## src/rtl/spi_regs_master.sv

```systemverilog
// Round-robin SPI master sharing one register slave between NUM_REQ requesters.
// Define SPI_FIXED_PRIO_EN for fixed lowest-index-wins arbitration instead.
module spi_regs_master #(
    parameter int WIDTH   = 8,
    parameter int NUM_REQ = 2,
    parameter int CLK_DIV = 4
) (
    input  logic                     clock,
    input  logic                     reset_n,
    input  logic [NUM_REQ-1:0]       req,
    input  logic [NUM_REQ-1:0]       req_rd,
    input  logic [NUM_REQ*5-1:0]     req_addr,
    input  logic [NUM_REQ*WIDTH-1:0] req_wdata,
    output logic [NUM_REQ-1:0]       done,
    output logic [WIDTH-1:0]         rdata,
    output logic                     rdata_valid,
    output logic                     busy,
    output logic                     spi_sck,
    output logic                     spi_cs,
    output logic                     spi_si,
    input  logic                     spi_so
);
    localparam int TOT = 8 + WIDTH;
    localparam int IW  = (NUM_REQ > 1) ? $clog2(NUM_REQ) : 1;
    localparam int PW  = $clog2(CLK_DIV);
    localparam int BW  = $clog2(TOT + 1);

    typedef enum logic [2:0] {S_IDLE, S_GRANT, S_SHIFT, S_FLUSH, S_DONE} state_t;

    state_t             state_q;
    logic [IW-1:0]      win_q;
    logic               rd_q;
    logic [TOT-2:0]     shift_q;   // word minus its constant-zero MSB
    logic [WIDTH-1:0]   rsh_q;
    logic [PW-1:0]      ph_q;
    logic [BW-1:0]      bit_q;
    logic               sck_q, cs_q, si_q, rv_q, busy_q;
    logic [NUM_REQ-1:0] done_q;
    logic [WIDTH-1:0]   rdata_q;
`ifndef SPI_FIXED_PRIO_EN
    logic [IW-1:0]      rr_q;
`endif

    logic [IW-1:0]      win_d;
    logic               any_d;
    logic               rd_sel_s;
    logic [4:0]         addr_sel_s;
    logic [WIDTH-1:0]   wdata_sel_s;

    // Arbitration: choose the next requester to serve.
    always_comb begin
        win_d = '0;
        any_d = 1'b0;
`ifdef SPI_FIXED_PRIO_EN
        for (int i = NUM_REQ - 1; i >= 0; i--) begin
            win_d = req[i] ? IW'(i) : win_d;
            any_d = any_d | req[i];
        end
`else
        for (int k = 1; k <= NUM_REQ; k++) begin
            int idx;
            idx   = int'(rr_q) + k;
            idx   = (idx >= NUM_REQ) ? idx - NUM_REQ : idx;
            win_d = (!any_d && req[IW'(idx)]) ? IW'(idx) : win_d;
            any_d = any_d | req[IW'(idx)];
        end
`endif
    end

    // Select the granted requester's fields for latching into the shadow word.
    always_comb begin
        rd_sel_s    = 1'b0;
        addr_sel_s  = 5'd0;
        wdata_sel_s = {WIDTH{1'b0}};
        for (int i = 0; i < NUM_REQ; i++) begin
            rd_sel_s    = (win_q == IW'(i)) ? req_rd[i] : rd_sel_s;
            addr_sel_s  = (win_q == IW'(i)) ? req_addr[i*5 +: 5] : addr_sel_s;
            wdata_sel_s = (win_q == IW'(i)) ? req_wdata[i*WIDTH +: WIDTH] : wdata_sel_s;
        end
    end

    // Transaction FSM with registered SPI pins and handshake outputs.
    always_ff @(posedge clock or negedge reset_n) begin
        if (!reset_n) begin
            state_q <= S_IDLE;
            win_q   <= '0;
            rd_q    <= 1'b0;
            shift_q <= '0;
            rsh_q   <= '0;
            ph_q    <= '0;
            bit_q   <= '0;
            sck_q   <= 1'b0;
            cs_q    <= 1'b0;
            si_q    <= 1'b0;
            rv_q    <= 1'b0;
            busy_q  <= 1'b0;
            done_q  <= '0;
            rdata_q <= '0;
`ifndef SPI_FIXED_PRIO_EN
            rr_q    <= IW'(NUM_REQ - 1);
`endif
        end else begin
            done_q <= '0;
            rv_q   <= 1'b0;
            case (state_q)
                S_IDLE: begin
                    if (any_d) begin
                        win_q   <= win_d;
                        busy_q  <= 1'b1;
                        state_q <= S_GRANT;
                    end
                end
                S_GRANT: begin
                    rd_q    <= rd_sel_s;
                    shift_q <= {1'b0, rd_sel_s, addr_sel_s,
                                rd_sel_s ? {WIDTH{1'b0}} : wdata_sel_s};
                    rsh_q   <= '0;
                    cs_q    <= 1'b1;
                    si_q    <= 1'b0;
                    sck_q   <= 1'b0;
                    ph_q    <= '0;
                    bit_q   <= '0;
                    state_q <= S_SHIFT;
`ifndef SPI_FIXED_PRIO_EN
                    rr_q    <= win_q;
`endif
                end
                S_SHIFT: begin
                    if (ph_q == PW'(CLK_DIV - 1)) begin
                        ph_q <= '0;
                        if (!sck_q) begin
                            sck_q <= 1'b1;
                            if (rd_q && bit_q >= BW'(8)) begin
                                rsh_q <= {rsh_q[WIDTH-2:0], spi_so};
                            end
                        end else begin
                            sck_q <= 1'b0;
                            if (bit_q == BW'(TOT - 1)) begin
                                cs_q    <= 1'b0;
                                si_q    <= 1'b0;
                                bit_q   <= '0;
                                state_q <= S_FLUSH;
                            end else begin
                                bit_q   <= bit_q + 1'b1;
                                si_q    <= shift_q[TOT-2];
                                shift_q <= {shift_q[TOT-3:0], 1'b0};
                            end
                        end
                    end else begin
                        ph_q <= ph_q + 1'b1;
                    end
                end
                S_FLUSH: begin
                    // bit_q counts the low/high/low half-periods of the trailing pulse
                    if (ph_q == PW'(CLK_DIV - 1)) begin
                        ph_q <= '0;
                        if (bit_q == BW'(2)) begin
                            done_q[win_q] <= 1'b1;
                            rv_q          <= rd_q;
                            if (rd_q) begin
                                rdata_q <= rsh_q;
                            end
                            bit_q   <= '0;
                            state_q <= S_DONE;
                        end else begin
                            bit_q <= bit_q + 1'b1;
                            sck_q <= ~sck_q;
                        end
                    end else begin
                        ph_q <= ph_q + 1'b1;
                    end
                end
                S_DONE: begin
                    busy_q  <= 1'b0;
                    ph_q    <= '0;
                    bit_q   <= '0;
                    state_q <= S_IDLE;
                end
                default: begin
                    busy_q  <= 1'b0;
                    cs_q    <= 1'b0;
                    sck_q   <= 1'b0;
                    si_q    <= 1'b0;
                    state_q <= S_IDLE;
                end
            endcase
        end
    end

    assign done        = done_q;
    assign rdata       = rdata_q;
    assign rdata_valid = rv_q;
    assign busy        = busy_q;
    assign spi_sck     = sck_q;
    assign spi_cs      = cs_q;
    assign spi_si      = si_q;
endmodule

```

## config.mk

```make
export PLATFORM = sky130hd
export DESIGN_NAME = spi_regs_master
export DESIGN_NICKNAME = d
export VERILOG_FILES = /design/src/rtl/spi_regs_master.sv
export SDC_FILE = /design/constraint.sdc
export NUM_CORES = 1
export LEC_CHECK = 0
export ABC_CLOCK_PERIOD_IN_PS = 4830
export BUFFER_PORTS_ARGS = -buffer_cell sky130_fd_sc_hd__buf_2
export CORE_ASPECT_RATIO = 0.5
export CORE_MARGIN = 4
export CORE_UTILIZATION = 35
export CTS_CLUSTER_DIAMETER = 80
export DETAILED_ROUTE_END_ITERATION = 10
export RECOVER_POWER = 25
export SETUP_SLACK_MARGIN = 0.1
export SYNTH_ARGS = -nofsm -noshare
export SYNTH_HDL_FRONTEND = slang
export SYNTH_SLANG_ARGS = --single-unit
```

## constraint.sdc

```tcl
create_clock -name clock -period 4.83 [get_ports clock]
set_input_delay 0.966 -clock clock [delete_from_list [all_inputs] [get_ports clock]]
set_output_delay 0.966 -clock clock [all_outputs]
set_load 0.02 [all_outputs]
```

==> impl_metrics.csv, run 1 <==
group,metric,value,unit
run_status,status,"completed",
clock_tree,clockBufferDepth,2,
global_routing,grt_max_degree,52,
setup_path,arrival,2540,ps
floorplan,std_cell_rows,22,
route,vias,1948,
floorplan,initial_utilization,36.2,%
global_routing,grt_antenna_before_repair,0,
synth,synthArstFlopShare,100,%
synth,synth_nets,287,
sta,setup_viol,0,
sta,rsz0062_at_grt,"false",
route,drt.antenna.violating_nets,0,
clock_tree,cts_resized,0,
synth,synth_edf_count,0,
route,drtIter0Drc,109,
final_layout,final_common_cell,"dfrtp_1",
final_layout,layout.nets,329,
power,power_density,266,nW/µm²
clock_tree,cts_setup_buffers,0,
synth,synth_xor_xnor_area_share,0,%
route,wire_per_inst,13.8,µm
synth,synthCells,250,
clock_tree,clockRootBuffer,"clkbuf_16",
synth,yosysWarnings,0,
sta,finalCriticalPeriod,2370,ps
sta,maxClockFrequency,0.422,GHz
sta,worstMarginPinSlew,1140,ps
synth,synth_fa_ha_area_share,1.87,%
floorplan,die_area,9180,µm²
synth,ys_ff_latch,51,
floorplan,coreArea,7380,µm²
route,drtPass1Iterations,4,
setup_path,crit_path_end_kind,"flip-flop",
route,vias_per_cell,5.01,
clock_tree,htreeDepth,2,
setup_path,path_buf_inv,1,
setup_path,path_max_fanout,9,
final_layout,syn2layout_area_growth,15.8,%
final_layout,drive_gt1_share,23.2,%
synth,synthesis.area,2670,µm²
sta,finalHoldViolations,0,
setup_path,path_cells,"inv_1 > ha_1 > or4b_1 > nor3_1 > nand2_4 > mux2_4",
floorplan,die_w,132,µm
route,drt-total-wl,5370,µm
synth,synth.lib_cells_used.distinct,51,
place,gp_congestion,0.817,
sta,fin_crit_sh,49.1,%
floorplan,ios,48,
clock_tree,hold_buffers,0,
clock_tree,cts.sink_count,51,
clock_tree,clk_pin_slew,70,ps
power,leakagePower,1.39,nW
final_layout,n_fill_cell,717,
global_routing,grt_usage,12.2,%
final_layout,mostFrequentLayoutCells,"dfrtp_1 (50), buf_2 (36), nand2_1 (29)",
setup_path,cp-start-kind,"flip-flop",
setup_path,crit_slowest_cell,"or4b_1",
clock_tree,cts_buffers,5,
power,vdd_drop_max,118,µV
route,drc,0,
sta,slew_viol_final,0,
synth,muxShareOfSynthArea,21.0,%
final_layout,fin_area,3090,µm²
clock_tree,clk_latency,280,ps
sta,fin_skew,4.77,ps
sta,max_slew_margin,24.3,%
synth,synth_top_family_by_area,"multiplexers",
worst_hold_path,hp-class,"reg -> reg",
synth,synthSimpleGateAreaFrac,12.5,%
sta,fin_tns_setup,0,ps
setup_path,cp.required,5000,ps
place,place_hpwl,3840,µm
synth,synth_compound_area_share,11.4,%
setup_path,cp_top_family,"simple AND/OR/NAND/NOR gates",
place,placed_area,2970,µm²
floorplan,die_h,69.8,µm
setup_path,worstSetupPathType,"reg -> reg",
place,io_buffers,46,
synth,yosysSeqAreaShare,47.8,%
run,maxCapViolations,0,
synth,synthFlopType,"dfrtp_1",
synth,avgSynthCellArea,10.7,µm²
setup_path,cpPeakStageDelay,570,ps
global_routing,grt_pass1_wl,9280,µm
final_layout,num_antenna_cells,0,
clock_tree,cts_tree,"yes",
global_routing,first_global_vias,1836,
global_routing,grt_overflow_total,0,
logic make-up (layout without fill, tap and decap cells):
logic type	Yosys count	in the layout
compound gates	49	49
fa+ha+maj	4	4
buf+inv	33	76
flops	51	51
mux	50	50
simple gates	63	63
cell usage after synthesis, types with 2 or more instances:
cell type  number  area (µm²)
buf_2           2        10.0
nand2b_1        4        25.0
clkbuf_1        6        22.5
nor3_1          3        15.0
dfrtp_1        50        1250
mux2_2          9         101
o21ai_0        17        85.1
o31ai_1         2        15.0
buf_1           2        7.51
buf_6           2        22.5
mux2_1          7        78.8
nor2_1          7        26.3
nand3_1         3        15.0
o221ai_1        3        26.3
a21oi_1         7        35.0
nand3b_1        2        15.0
nand2_1        29         109
nor2b_1         3        18.8
ha_1            4        50.1
o21ai_1         5        25.0
mux2i_1        26         260
a21o_1          2        15.0
mux2_4          8         120
or3_1           2        12.5
inv_1          19        71.3
final cells by class:
class / count / area, µm² / area share, %
Multi-Input combinational cell: 166 / 1230 / 39.9
Clock inverter: 2 / 16.3 / 0.526
Sequential cell: 51 / 1280 / 41.3
Clock buffer: 6 / 139 / 4.49
Tap cell: 96 / 120 / 3.88
Timing Repair Buffer: 48 / 233 / 7.52
Inverter: 20 / 75.1 / 2.43
path summary, 6_finish.rpt:
path,slack (ps),depth (start not counted),end,from
min in group asynchronous,900,1,shift_q[6]$_DFFE_PN0P_,reset_n
min,480,1,shift_q[14]$_DFFE_PN0P_,shift_q[14]$_DFFE_PN0P_
max,2460,6,rdata[5]$_DFFE_PN0P_,bit_q[0]$_DFFE_PN0P_
min reg2reg,480,1,shift_q[14]$_DFFE_PN0P_,shift_q[14]$_DFFE_PN0P_
max in group asynchronous,3220,1,spi_sck$_DFFE_PN0P_,reset_n
max reg2reg,2460,6,rdata[5]$_DFFE_PN0P_,bit_q[0]$_DFFE_PN0P_
worst register-to-register path, cell delays in order (launching register included):
cell	delay, ps
dfrtp_1	400
inv_1	100
ha_1	170
or4b_1	570
nor3_1	460
nand2_4	220
mux2_4	340
through the flow:
stage / total power (W) / worst slack (ps) / utilization, % / std cells / hold WS (ps)
4_1_cts: 0.000839 / 2650 / 42.3 / 389 / 486
6_report: 0.000824 / 2460 / 41.9 / 389 / 479
3_3_place_gp: 0.000475 / 2700 / 40.2 / 381 / 462
2_1_floorplan: 0.000452 / 2890 / - / 250 / 449
3_5_place_dp: 0.000476 / 2660 / 40.2 / 381 / 470
5_1_grt: 0.000862 / 2280 / 41.9 / 389 / 508
report_power, final:
group / internal [W] / switching, W / leakage, nW
Combinational: 0.0000154 / 0.0000169 / 0.643
Clock: 0.000207 / 0.000150 / 0.0731
Sequential: 0.000432 / 0.00000271 / 0.673
Total: 0.000654 / 0.000170 / 1.39
sequential cells by signal, summed over array words and instances, names as in the netlist:
name         cells
rsh_q            8
spi_sck          1
win_q            1
state_q          3
busy             1
spi_si           1
rd_q             1
rdata            8
spi_cs           1
ph_q             2
bit_q            5
shift_q         15
done             2
rr_q             1
rdata_valid      1
routing by layer:
metal	global-route usage (%)	wire length, µm
met5	0	0
met4	2.44	30
met3	3.48	196
met2	18.7	2510
met1	17.3	2630
Power figures use the tool's default switching activity.
==> run 2: changes to the inputs <==
--- a/config.mk
+++ b/config.mk
@@ -5,7 +5,7 @@
 export SDC_FILE = /design/constraint.sdc
 export NUM_CORES = 1
 export LEC_CHECK = 0
-export ABC_CLOCK_PERIOD_IN_PS = 4830
+export ABC_CLOCK_PERIOD_IN_PS = 2300
 export BUFFER_PORTS_ARGS = -buffer_cell sky130_fd_sc_hd__buf_2
 export CORE_ASPECT_RATIO = 0.5
 export CORE_MARGIN = 4
==> constraint.sdc (replaced) <==
create_clock -name clock -period 2.3 [get_ports clock]
set_input_delay 0.46 -clock clock [delete_from_list [all_inputs] [get_ports clock]]
set_output_delay 0.46 -clock clock [all_outputs]
set_load 0.02 [all_outputs]
==> run 2 against run 1 <==
Clock-buffer cell count shrank 1. Critical path type unchanged. Die area is the same. First-iteration DRC count shrank 34%. Critical endpoint is now rdata[6]$_DFFE_PN0P_. Non-clock buffer count grew 6. Flip-flop and latch count is the same. Wire length grew 1.1%. Clock skew grew 0.89 ps.
==> impl_metrics.csv, run 2 (synthesis gave the netlist of run 1 again) <==
group,metric,value,unit
sta,maxClockFrequency,0.500,GHz
setup_path,r2r_start,"bit_q[0]$_DFFE_PN0P_",
setup_path,r2r_slack,300,ps
final_layout,num_antenna_cells,0,
route,drtPass1Iterations,4,
sta,worstMarginPinSlew,1260,ps
sta,finalCriticalPeriod,2000,ps
final_layout,mostFrequentLayoutCells,"dfrtp_1 (50), buf_2 (45), nand2_1 (29)",
final_layout,registers.top_by_ff_count,"shift_q",
final_layout,syn2layout_area_growth,19.1,%
route,drt.antenna.violating_nets,0,
clock_tree,clockRootBuffer,"clkbuf_16",
clock_tree,hold_buffers,0,
power,leakagePower,1.49,nW
route,drc,0,
clock_tree,clk_pin_slew,70,ps
setup_path,cpPeakStageDelay,520,ps
run,maxCapViolations,0,
run_status,status,"completed",
setup_path,path_buf_inv,1,
setup_path,cp.required,2480,ps
setup_path,worst_r2r_path_depth,6,
place,gp_congestion,0.864,
worst_hold_path,hp-class,"in -> async",
clock_tree,cts_resized,0,
sta,rsz0062_at_grt,"false",
sta,fin_crit_sh,87.0,%
final_layout,final_common_cell,"dfrtp_1",
route,drtIter0Drc,72,
setup_path,path_cells,"inv_1 > ha_1 > or4b_4 > nor3_4 > nand2_4 > mux2_4",
floorplan,std_cell_rows,22,
place,io_buffers,46,
clock_tree,cts_tree,"yes",
setup_path,crit_slowest_cell,"or4b_4",
sta,slew_viol_final,0,
floorplan,coreArea,7380,µm²
final_layout,n_fill_cell,717,
global_routing,grt_pass1_wl,9310,µm
power,p_int,0.00146,W
floorplan,die_w,132,µm
floorplan,initial_utilization,36.2,%
global_routing,first_global_vias,1949,
power,vdd_drop_max,300,µV
clock_tree,cts.sink_count,51,
setup_path,crit_path_end_kind,"flip-flop",
power,combPwrFrac,3.7,%
sta,worst_hold_slack,422,ps
clock_tree,clockBufferDepth,2,
floorplan,die_h,69.8,µm
floorplan,ios,48,
power,pwr-share-clk,46.4,%
power,switching_power,0.000371,W
final_layout,largest_reg_flops,15,
sta,max_slew_margin,15.9,%
global_routing,grt_usage,12.3,%
final_layout,drive_gt1_share,28.4,%
route,drt-total-wl,5430,µm
clock_tree,cts_setup_buffers,0,
power,switching_share,20.3,%
clock_tree,cts_buffers,5,
global_routing,grt_antenna_before_repair,0,
place,place_hpwl,4090,µm
route,vias_per_cell,5.01,
route,vias,1978,
setup_path,arrival,2180,ps
final_layout,layout.nets,335,
clock_tree,htreeDepth,2,
setup_path,path_max_fanout,9,
sta,setup_viol,0,
sta,fin_tns_setup,0,ps
sta,finalHoldViolations,0,
floorplan,die_area,9180,µm²
power,power_density,575,nW/µm²
setup_path,r2r-end,"rdata[6]$_DFFE_PN0P_",
sta,fin_skew,5.66,ps
clock_tree,clk_latency,290,ps
power,p_seq_share,49.9,%
setup_path,cp-start-kind,"flip-flop",
global_routing,grt_max_degree,28,
setup_path,cp_top_family,"simple AND/OR/NAND/NOR gates",
setup_path,worstSetupPathType,"reg -> reg",
route,wire_per_inst,13.7,µm
global_routing,grt_overflow_total,0,
==> run 2: final cells by class <==
type | instances | area (µm²) | share of cell area (%)
Sequential cell | 51 | 1280 | 40.2
Multi-Input combinational cell | 166 | 1250 | 39.3
Timing Repair Buffer | 54 | 287 | 9.01
Clock buffer | 5 | 125 | 3.93
Tap cell | 96 | 120 | 3.78
Inverter | 20 | 75.1 | 2.36
Clock inverter | 3 | 47.5 | 1.49
==> run 2: power by group through the flow <==
| stage | Combinational, W | Sequential, W | Clock [W] |
|---|---|---|---|
| 2_1_floorplan | 0.0000203 | 0.000929 | 0 |
| 3_3_place_gp | 0.0000720 | 0.000928 | 0 |
| 3_5_place_dp | 0.0000744 | 0.000929 | 0 |
| 4_1_cts | 0.0000747 | 0.000912 | 0.000872 |
| 5_1_grt | 0.0000799 | 0.000913 | 0.000925 |
| 6_report | 0.0000683 | 0.000912 | 0.000849 |
==> run 2: worst register-to-register path: stages, from the launching register on <==
cell	delay [ps]
dfrtp_1	400
inv_1	90
ha_1	160
or4b_4	520
nor3_4	230
nand2_4	170
mux2_4	330
==> run 2: worst max path at each step <==
stage	start	endpoint	slack, ps	cells past startpoint
finish	bit_q[0]$_DFFE_PN0P_	rdata[6]$_DFFE_PN0P_	300	6
global route	reset_n	bit_q[3]$_DFFE_PN0P_	150	2
CTS	bit_q[0]$_DFFE_PN0P_	rdata[6]$_DFFE_PN0P_	280	6
detailed placement	bit_q[0]$_DFFE_PN0P_	rdata[6]$_DFFE_PN0P_	290	6
global placement	bit_q[0]$_DFFE_PN0P_	rdata[2]$_DFFE_PN0P_	320	6
floorplan	bit_q[1]$_DFFE_PN0P_	shift_q[10]$_DFFE_PN0P_	360	6
==> run 2: stage by stage <==
stage | std cells | setup slack, ps | area (µm²) | utilization (%) | total power [W]
after floorplan | 250 | 358 | 2670 | - | 0.000949
after global placement | 387 | 320 | 3020 | 41.0 | 0.00100
after detailed placement | 387 | 292 | 3020 | 41.0 | 0.00100
after CTS | 395 | 275 | 3200 | 43.3 | 0.00186
after global routing | 395 | 145 | 3180 | 43.1 | 0.00192
final | 395 | 300 | 3180 | 43.1 | 0.00183
==> run 2: metal layers <==
layer / vias to the layer above / part of all wire (%) / wire length (µm) / track usage [%]
met5: - / 0 / 0 / 0
met4: 0 / 1.5 / 79 / 4.19
met3: 8 / 3.7 / 201 / 3.12
met2: 33 / 50 / 2700 / 20.3
met1: 963 / 45 / 2450 / 15.8
li1: 974 / - / - / -
